<file path="config.mk">
export PLATFORM = sky130hd
export DESIGN_NAME = load_store_unit
export DESIGN_NICKNAME = d
export VERILOG_FILES = /design/src/rtl/lsu_pkg.sv /design/src/rtl/lsu_load_align.sv /design/src/rtl/load_store_unit.sv
export SDC_FILE = /design/constraint.sdc
export NUM_CORES = 1
export LEC_CHECK = 0
export CAP_MARGIN = 20
export CORE_MARGIN = 10
export CORE_UTILIZATION = 33
export CTS_CLUSTER_DIAMETER = 120
export CTS_CLUSTER_SIZE = 10
export DETAILED_ROUTE_END_ITERATION = 8
export PLACE_DENSITY = 0.66
export REMOVE_ABC_BUFFERS = 1
export SLEW_MARGIN = 25
export SYNTH_ARGS = -nofsm -noshare
export SYNTH_HDL_FRONTEND = slang
export SYNTH_HIERARCHICAL = 1
export SYNTH_SLANG_ARGS = --single-unit
</file>
<file path="constraint.sdc">
create_clock -name clk -period 3.29 [get_ports clk]
set_input_delay 0.987 -clock clk [delete_from_list [all_inputs] [get_ports clk]]
set_output_delay 0.987 -clock clk [all_outputs]
set_load 0.02 [all_outputs]
</file>
<file path="src/rtl/lsu_pkg.sv">
// Shared types and constants for the RV32I load/store unit.
package lsu_pkg;

  localparam int unsigned LSU_ADDR_W = 32;
  localparam int unsigned LSU_DATA_W = 32;

  localparam logic [2:0] F3_B  = 3'b000;
  localparam logic [2:0] F3_H  = 3'b001;
  localparam logic [2:0] F3_W  = 3'b010;
  localparam logic [2:0] F3_BU = 3'b100;
  localparam logic [2:0] F3_HU = 3'b101;

  typedef enum logic [1:0] {IDLE, REQ, WAIT} lsu_state_t;

  typedef struct packed {
    logic                  we;
    logic [2:0]            funct3;
    logic [LSU_ADDR_W-1:0] addr;
    logic [LSU_DATA_W-1:0] wdata;
  } lsu_op_t;

  // Legal encoding for the direction, and natural alignment for the size.
  function automatic logic op_ok(logic we, logic [2:0] f3, logic [1:0] off);
    case (f3)
      F3_B:    op_ok = 1'b1;
      F3_BU:   op_ok = !we;
      F3_H:    op_ok = !off[0];
      F3_HU:   op_ok = !we && !off[0];
      F3_W:    op_ok = (off == 2'b00);
      default: op_ok = 1'b0;
    endcase
  endfunction

endpackage

</file>
<file path="src/rtl/lsu_load_align.sv">
// Selects the addressed byte/half of a loaded word and sign/zero-extends it.
module lsu_load_align
  import lsu_pkg::*;
(
  input  logic [31:0] mem_rdata,
  input  logic [1:0]  off,
  input  logic [2:0]  funct3,
  output logic [31:0] data_c
);

  logic [31:0] lane;

  always_comb begin
    lane   = mem_rdata >> {off, 3'b000};
    data_c = lane;
    case (funct3)
      F3_B:    data_c = {{24{lane[7]}}, lane[7:0]};
      F3_BU:   data_c = {24'h0, lane[7:0]};
      F3_H:    data_c = {{16{lane[15]}}, lane[15:0]};
      F3_HU:   data_c = {16'h0, lane[15:0]};
      default: data_c = lane;
    endcase
  end

endmodule

</file>
<file path="src/rtl/load_store_unit.sv">
// RV32I load/store unit: one op at a time onto a word-aligned memory port
// with grant/rvalid handshake, stalling the pipeline until completion.
module load_store_unit
  import lsu_pkg::*;
#(
  parameter int unsigned ADDR_WIDTH = 32,
  parameter int unsigned DATA_WIDTH = 32
) (
  input  logic                  clk,
  input  logic                  rst,
  input  logic                  req_valid,
  input  logic                  MemWrite,
  input  logic [2:0]            funct3,
  input  logic [ADDR_WIDTH-1:0] addr,
  input  logic [DATA_WIDTH-1:0] wdata,
  output logic                  stall,
  output logic [DATA_WIDTH-1:0] rdata,
  output logic                  rdata_valid,
  output logic                  misaligned,
  output logic                  mem_req,
  output logic                  mem_we,
  output logic [ADDR_WIDTH-1:0] mem_addr,
  output logic [3:0]            mem_be,
  output logic [DATA_WIDTH-1:0] mem_wdata,
  input  logic                  mem_gnt,
  input  logic                  mem_rvalid,
  input  logic [DATA_WIDTH-1:0] mem_rdata
);

  if (DATA_WIDTH != 32) begin : g_bad_data_width
    $error("load_store_unit: DATA_WIDTH must be 32");
  end

  lsu_state_t  state_q, state_d;
  lsu_op_t     op_q, op_d;
  logic [1:0]  off_q;
  logic [3:0]  st_be;
  logic [31:0] st_wdata;
  logic [31:0] ld_data;

  assign off_q = op_q.addr[1:0];

  // State and latched op
  always_ff @(posedge clk) begin
    if (rst) begin
      state_q <= IDLE;
      op_q    <= '0;
    end else begin
      state_q <= state_d;
      op_q    <= op_d;
    end
  end

  // Store lane placement from the latched op
  always_comb begin
    st_be    = 4'b1111;
    st_wdata = op_q.wdata;
    case (op_q.funct3)
      F3_B: begin
        st_be    = 4'(4'b0001 << off_q);
        st_wdata = {4{op_q.wdata[7:0]}};
      end
      F3_H: begin
        st_be    = 4'(4'b0011 << off_q);
        st_wdata = {2{op_q.wdata[15:0]}};
      end
      default: ;
    endcase
  end

  lsu_load_align u_align (
    .mem_rdata (mem_rdata),
    .off       (off_q),
    .funct3    (op_q.funct3),
    .data_c    (ld_data)
  );

  always_comb begin
    state_d     = state_q;
    op_d        = op_q;
    stall       = 1'b0;
    misaligned  = 1'b0;
    rdata_valid = 1'b0;
    rdata       = '0;
    mem_req     = 1'b0;
    mem_we      = 1'b0;
    mem_addr    = '0;
    mem_be      = '0;
    mem_wdata   = '0;
    unique case (state_q)
      IDLE: begin
        if (req_valid) begin
          if (op_ok(MemWrite, funct3, addr[1:0])) begin
            op_d.we     = MemWrite;
            op_d.funct3 = funct3;
            op_d.addr   = LSU_ADDR_W'(addr);
            op_d.wdata  = wdata;
            stall       = 1'b1;
            state_d     = REQ;
          end else begin
            misaligned = 1'b1;
          end
        end
      end
      REQ: begin
        mem_req   = 1'b1;
        mem_we    = op_q.we;
        mem_addr  = ADDR_WIDTH'({op_q.addr[LSU_ADDR_W-1:2], 2'b00});
        mem_be    = op_q.we ? st_be : 4'b1111;
        mem_wdata = op_q.we ? st_wdata : 32'h0;
        stall     = 1'b1;
        if (mem_gnt) begin
          // Stores finish on the grant; loads wait for their data
          if (op_q.we) begin
            stall   = 1'b0;
            state_d = IDLE;
          end else begin
            state_d = WAIT;
          end
        end
      end
      WAIT: begin
        stall = ~mem_rvalid;
        if (mem_rvalid) begin
          rdata_valid = 1'b1;
          rdata       = ld_data;
          state_d     = IDLE;
        end
      end
      default: state_d = IDLE;
    endcase
  end

endmodule

</file>
## Yosys cells after proc, flatten, opt, wreduce, memory -nomap -nowiden

Index checks and enable logic that the tools add are counted.

- Eq/ne operators: 13
- Shift-type cells: 3
- Mux-type cells: 31
- Bitwise logic cells: 1
- Reductions and logical operators: 9

Operator list:

| operator | number |
|---|---|
| 32-bit two-way mux | 5 |
| 32-bit case mux with 4 select lines | 1 |
| 32-bit case mux with 2 select lines | 1 |
| 32-bit by 5-bit >> shifter with 32-bit output | 1 |
| 1-bit two-way mux | 13 |
| 3-bit == test, second input constant | 4 |
| 2-bit two-way mux | 5 |
| 4-bit two-way mux | 2 |
| 2-bit inequality test, second input constant | 4 |
| 4-bit case mux with 2 select lines | 1 |
| 3-bit by 1-bit == test with 1-bit output, second input constant | 2 |
| 3-bit logical NOT | 2 |
| 2-bit case mux with 3 select lines | 1 |
| 1-bit case mux with 5 select lines | 1 |
| 2-bit logical NOT | 2 |
| 4-bit AND reduction | 1 |
| 1-bit by 2-bit << shifter with 4-bit output, first input constant | 1 |
| 2-bit by 2-bit << shifter with 4-bit output, first input constant | 1 |
| 3-bit by 2-bit == test with 1-bit output, second input constant | 1 |
| 1-bit case mux with 3 select lines | 1 |
| 3-bit AND reduction | 1 |
| 2-bit by 1-bit == test with 1-bit output, second input constant | 1 |
| 2-bit == test, second input constant | 1 |
| 1-bit logical NOT | 2 |
| 2 further kinds | 2 |

- Flip-flop bits (word level): 70
- Input port bits: 105
- Logic and storage cells: 62

## Logic depth before layout (Yosys ltp)

- Word-level depth: 8
- Gate-level depth with buffers: 7
- Depth with buffers taken out: 5

## By module

The synthesis kept the hierarchy.

Modules (own cells, without submodules):

| module | times used | cells each | area an instance (sq um) | seq. area each (sq um) |
|---|---|---|---|---|
| load_store_unit | 1 | 489 | 3866.2 | 1401.3 |
| lsu_load_align | 1 | 107 | 694.4 | 0.0 |

## Worst setup path after synthesis

OpenSTA, ideal clock, no wires.

- Path kind: input-to-output
- Start point: in addr[0]
- End point: out stall
- Arrival time: 2.164 ns
- Data required time: 2.303 ns
- Slack: 0.139 ns
- Cell stages on the path: 5
- Path buffers: 2
- Path through: or4_4 > a21oi_2 > buf_6 > buf_12 > or3_1

- Word-level cells in the longest chain between the ends: 8
- Elaborated cells on any way between the ends: 9

Ends and longest elaborated chain:

| item | line | text |
|---|---|---|
| start, declared | load_store_unit.sv:14 | `input logic [ADDR_WIDTH-1:0] addr,` |
| 1-bit logical NOT | lsu_pkg.sv:27, lsu_pkg.sv:28 |  |
| 1-bit logical AND | lsu_pkg.sv:28 | `F3_HU: op_ok = !we && !off[0];` |
| 1-bit case mux with 5 select lines * | lsu_pkg.sv:24 | `case (f3)` |
| 1-bit two-way mux * | load_store_unit.sv:92 | `if (req_valid) begin` |
| 1-bit two-way mux * | load_store_unit.sv:90 | `unique case (state_q)` |
| 1-bit two-way mux * | load_store_unit.sv:93 | `if (op_ok(MemWrite, funct3, addr[1:0])) begin` |
| 1-bit two-way mux * | load_store_unit.sv:92 |  |
| 1-bit case mux with 3 select lines * | load_store_unit.sv:90 |  |
| end, declared | load_store_unit.sv:16 | `output logic stall,` |

Mark *: on every way between the ends. The rest lies on a longest branch, timed or not. The select of a mux whose other input is x is not followed.

## Final worst setup path

- Start point: in mem_rdata[31]
- End point: out rdata[20]

- Word-level cells in the longest chain between the ends: 4

Ends and longest elaborated chain:

| item | line | text |
|---|---|---|
| start, declared | load_store_unit.sv:27 | `input logic [DATA_WIDTH-1:0] mem_rdata` |
| 32-bit by 5-bit >> shifter with 32-bit output | lsu_load_align.sv:14 | `lane = mem_rdata >> {off, 3'b000};` |
| 32-bit case mux with 4 select lines | lsu_load_align.sv:16 | `case (funct3)` |
| named net ld_data[20] | load_store_unit.sv:39 | `logic [31:0] ld_data;` |
| 32-bit two-way mux | load_store_unit.sv:124 | `if (mem_rvalid) begin` |
| 32-bit two-way mux | load_store_unit.sv:90 |  |
| end, declared | load_store_unit.sv:17 | `output logic [DATA_WIDTH-1:0] rdata,` |

The timed path passes the listed nets, and every way through them passes these cells.

==> impl_metrics.yaml <==
global_routing:
  overflow: 0
  grtUsageTotal_pct: 16.9
  antenna_found_initial: 0
  grt_pass1_wl_um: 25700
  grt_max_degree: 70
  grt_pass1_vias: 4958
timing:
  fmax_mhz: 310
  fin_crit_ns: 3.23
  setup_tns_ns: 0
  period_share_pct: 98.0
  setup_slack_ns: 0.0645
  drv_slew: 0
  hold_viol_final: 0
  hold_slack_ns: 0.452
  fin_skew_ns: 0.00611
  report.final.setup_viol: 0
  maxSlewHeadroom_pct: 43.1
  worstMarginPinSlew_ns: 0.854
  rsz0062_at_grt: "no"
final_layout:
  fillers: 1286
  final-seq-area_um2: 1400
  area_growth_pct: 58.4
  diodes: 0
  final_layout_size_suffix_gt1_share_pct: 14.9
  final_net_count: 910
  multi_input_area_um2: 2910
  finalNonFillerCells: 986
  final_area_um2: 7220
clocking:
  insertion_delay_ns: 0.33
  clockRootBuffer: "clkbuf_16"
  cts.clk_slew.worst_paths_ns: 0.06
  post_cts_hold_buffer_count: 0
  cts_tree: "done"
  htree_levels: 3
  cts_max_path_buffers: 2
  cts.sinks: 70
  cts_buffers: 9
min_path:
  hold_class: "register to register"
  min_path_cells: 2
detailed_routing:
  vias_per_cell: 4.84
  post_drt_wl_per_cell_um: 16.7
  routed_wl_um: 16500
  drc: 0
  num_vias: 4770
  first_pass_iters: 5
  drtIter0Drc: 200
  drtAntennaViolNets: 0
logic_synthesis:
  synth-adder-area-share_pct: 0
  ys_top_cells_by_area: "dfxtp_1 31%, mux2i_1 21%, nand2_1 15%"
  async_flop_share_pct: 0
  synth_compound_area_share_pct: 10.6
  synth_common_cells: "178 x nand2_1, 96 x mux2i_1, 70 x dfxtp_1"
  synth_seq_area_share_pct: 30.7
  yosysUniqueCellTypes: 38
  avgSynthCellArea_um2: 7.65
  yosys.area_share.simple_pct: 30.3
  synth_top_family_by_area: "simple AND/OR/NAND/NOR gates"
  yosys.area_share.xor_xnor_pct: 0
  synth_top_area_share_pct: 30.7
  synth_area_um2: 4560
  synth_mux_area_share_pct: 21.1
  yosysWarnings: 6
  synth-main-ff-cell: "dfxtp_1"
  yosysTopAreaCell: "dfxtp_1"
  yosys.cell_count.top_type: "nand2_1"
  netlist_instances: 596
  synth_edf_count: 0
  ys_ff_latch: 70
critical_path:
  critPathMostFrequentCell: "buf_6"
  end_kind: "primary output"
  critPathArrivalTime_ns: 2.24
  crit_chain: "buf_2, nand2b_4, a311oi_2, o211ai_2, buf_6, buf_12, o21ai_1, and2_1, buf_6"
  crit_fanout: 8
  max_stage_delay_ns: 0.27
  critical_path_class: "input pin to primary output"
  r2r_cells: 5
  cp_slowest_cell: "a311oi_2"
  cp-start-kind: "input pin"
  crit_required_ns: 2.30
die:
  start_util_pct: 34.0
  coreArea_um2: 13400
  die_y_um: 138
  rows: 42
  die_area_um2: 18900
  die_w_um: 138
  ios: 210
power:
  ir_drop_uv: 253
  p_per_area_nw_per_um2: 362
  leakagePower_nw: 2.88
place:
  pre_cts_ws_ns: -0.792
  place_inst: 964
  placed_cell_area_um2: 6880
  gp_congestion: 0.797
  io_buffers: 207
  place_hpwl_um: 12200
outcome:
  status: "finished clean"
run:
  cap_violations: 0
==> worst paths after layout <==
path          endpoint  slack [ns]           from
min reg2reg   op_q[57]        0.45       op_q[57]
max          rdata[20]        0.06  mem_rdata[31]
min           op_q[57]        0.45       op_q[57]
max reg2reg   op_q[28]        1.23     state_q[0]
==> where the power goes <==
group / total, mW / internal, mW / switching (mW)
sequential: 0.923 / 0.890 / 0.0330
combinational: 0.567 / 0.299 / 0.269
clock: 1.13 / 0.743 / 0.383
==> layer usage <==
layer / global-route usage (%) / vias up / wire length [µm]
met5: 0 / - / 0
met1: 19.1 / 2197 / 6740
met3: 8.70 / 12 / 1980
li1: - / 2392 / -
met4: 3.51 / 0 / 130
met2: 27.8 / 169 / 7640
==> layout make-up <==
cell class,count,area share [%]
clock buffer,9,3.12
clock inverter,7,1.66
inverter,4,0.242
multi-input combinational,473,40.3
sequential,70,19.4
tap,176,3.05
timing repair buffer,247,32.2
==> kinds of logic (layout without fill, tap and decap cells) <==
| logic type | after synthesis | count (layout) |
|---|---|---|
| other | 1 | 2 |
| DFF | 70 | 70 |
| muxes | 96 | 96 |
| buffers and inverters | 54 | 267 |
| AOI/OAI and AO/OA | 75 | 75 |
| and+or+nand+nor | 300 | 300 |
==> repair_timing <==
| action | 4_1_cts | 5_1_grt |
|---|---|---|
| setup endpoints to repair | 35 | 40 |
| cloned | 1 | 0 |
| gates resized for setup | 157 | 37 |
| setup buffers | 4 | 1 |
| endpoints found under the hold margin | 0 | 0 |
| pin swaps | 7 | 8 |
==> registers in the layout, indices dropped and copies added (netlist names) <==
register and flops:
op_q 66, off_q 2, state_q 2
==> critical path: cells and delay by family <==
| kind | cells | cell delay [ns] |
|---|---|---|
| buf+inv | 4 | 0.55 |
| compound gates | 3 | 0.47 |
| simple gates | 2 | 0.23 |
==> metrics by stage <==
stage	util, %	power [mW]
after global routing	53.9	2.74
after CTS	53.8	2.64
after floorplan	-	1.20
after global placement	51.3	1.47
after detailed placement	51.3	1.48
final	53.9	2.62
==> cells in the final DEF (no fill, tap or decap), types with 3 or more instances in the layout <==
master,n
nor2b_1,8
dfxtp_1,69
a31oi_1,3
buf_4,33
inv_1,3
nor2_1,28
a21oi_1,24
clkbuf_16,9
a211oi_1,18
buf_2,20
buf_12,5
nand2_1,178
o21ai_0,9
clkdlybuf4s50_1,160
a211oi_2,4
bufinv_16,3
dlymetal6s2s_1,3
o21ai_1,4
o21ai_2,5
dlygate4sd2_1,6
and2_1,60
buf_6,10
and3_1,8
nand3b_1,3
mux2i_1,94
clkbuf_2,9
(Power assumes the default switching activity.)
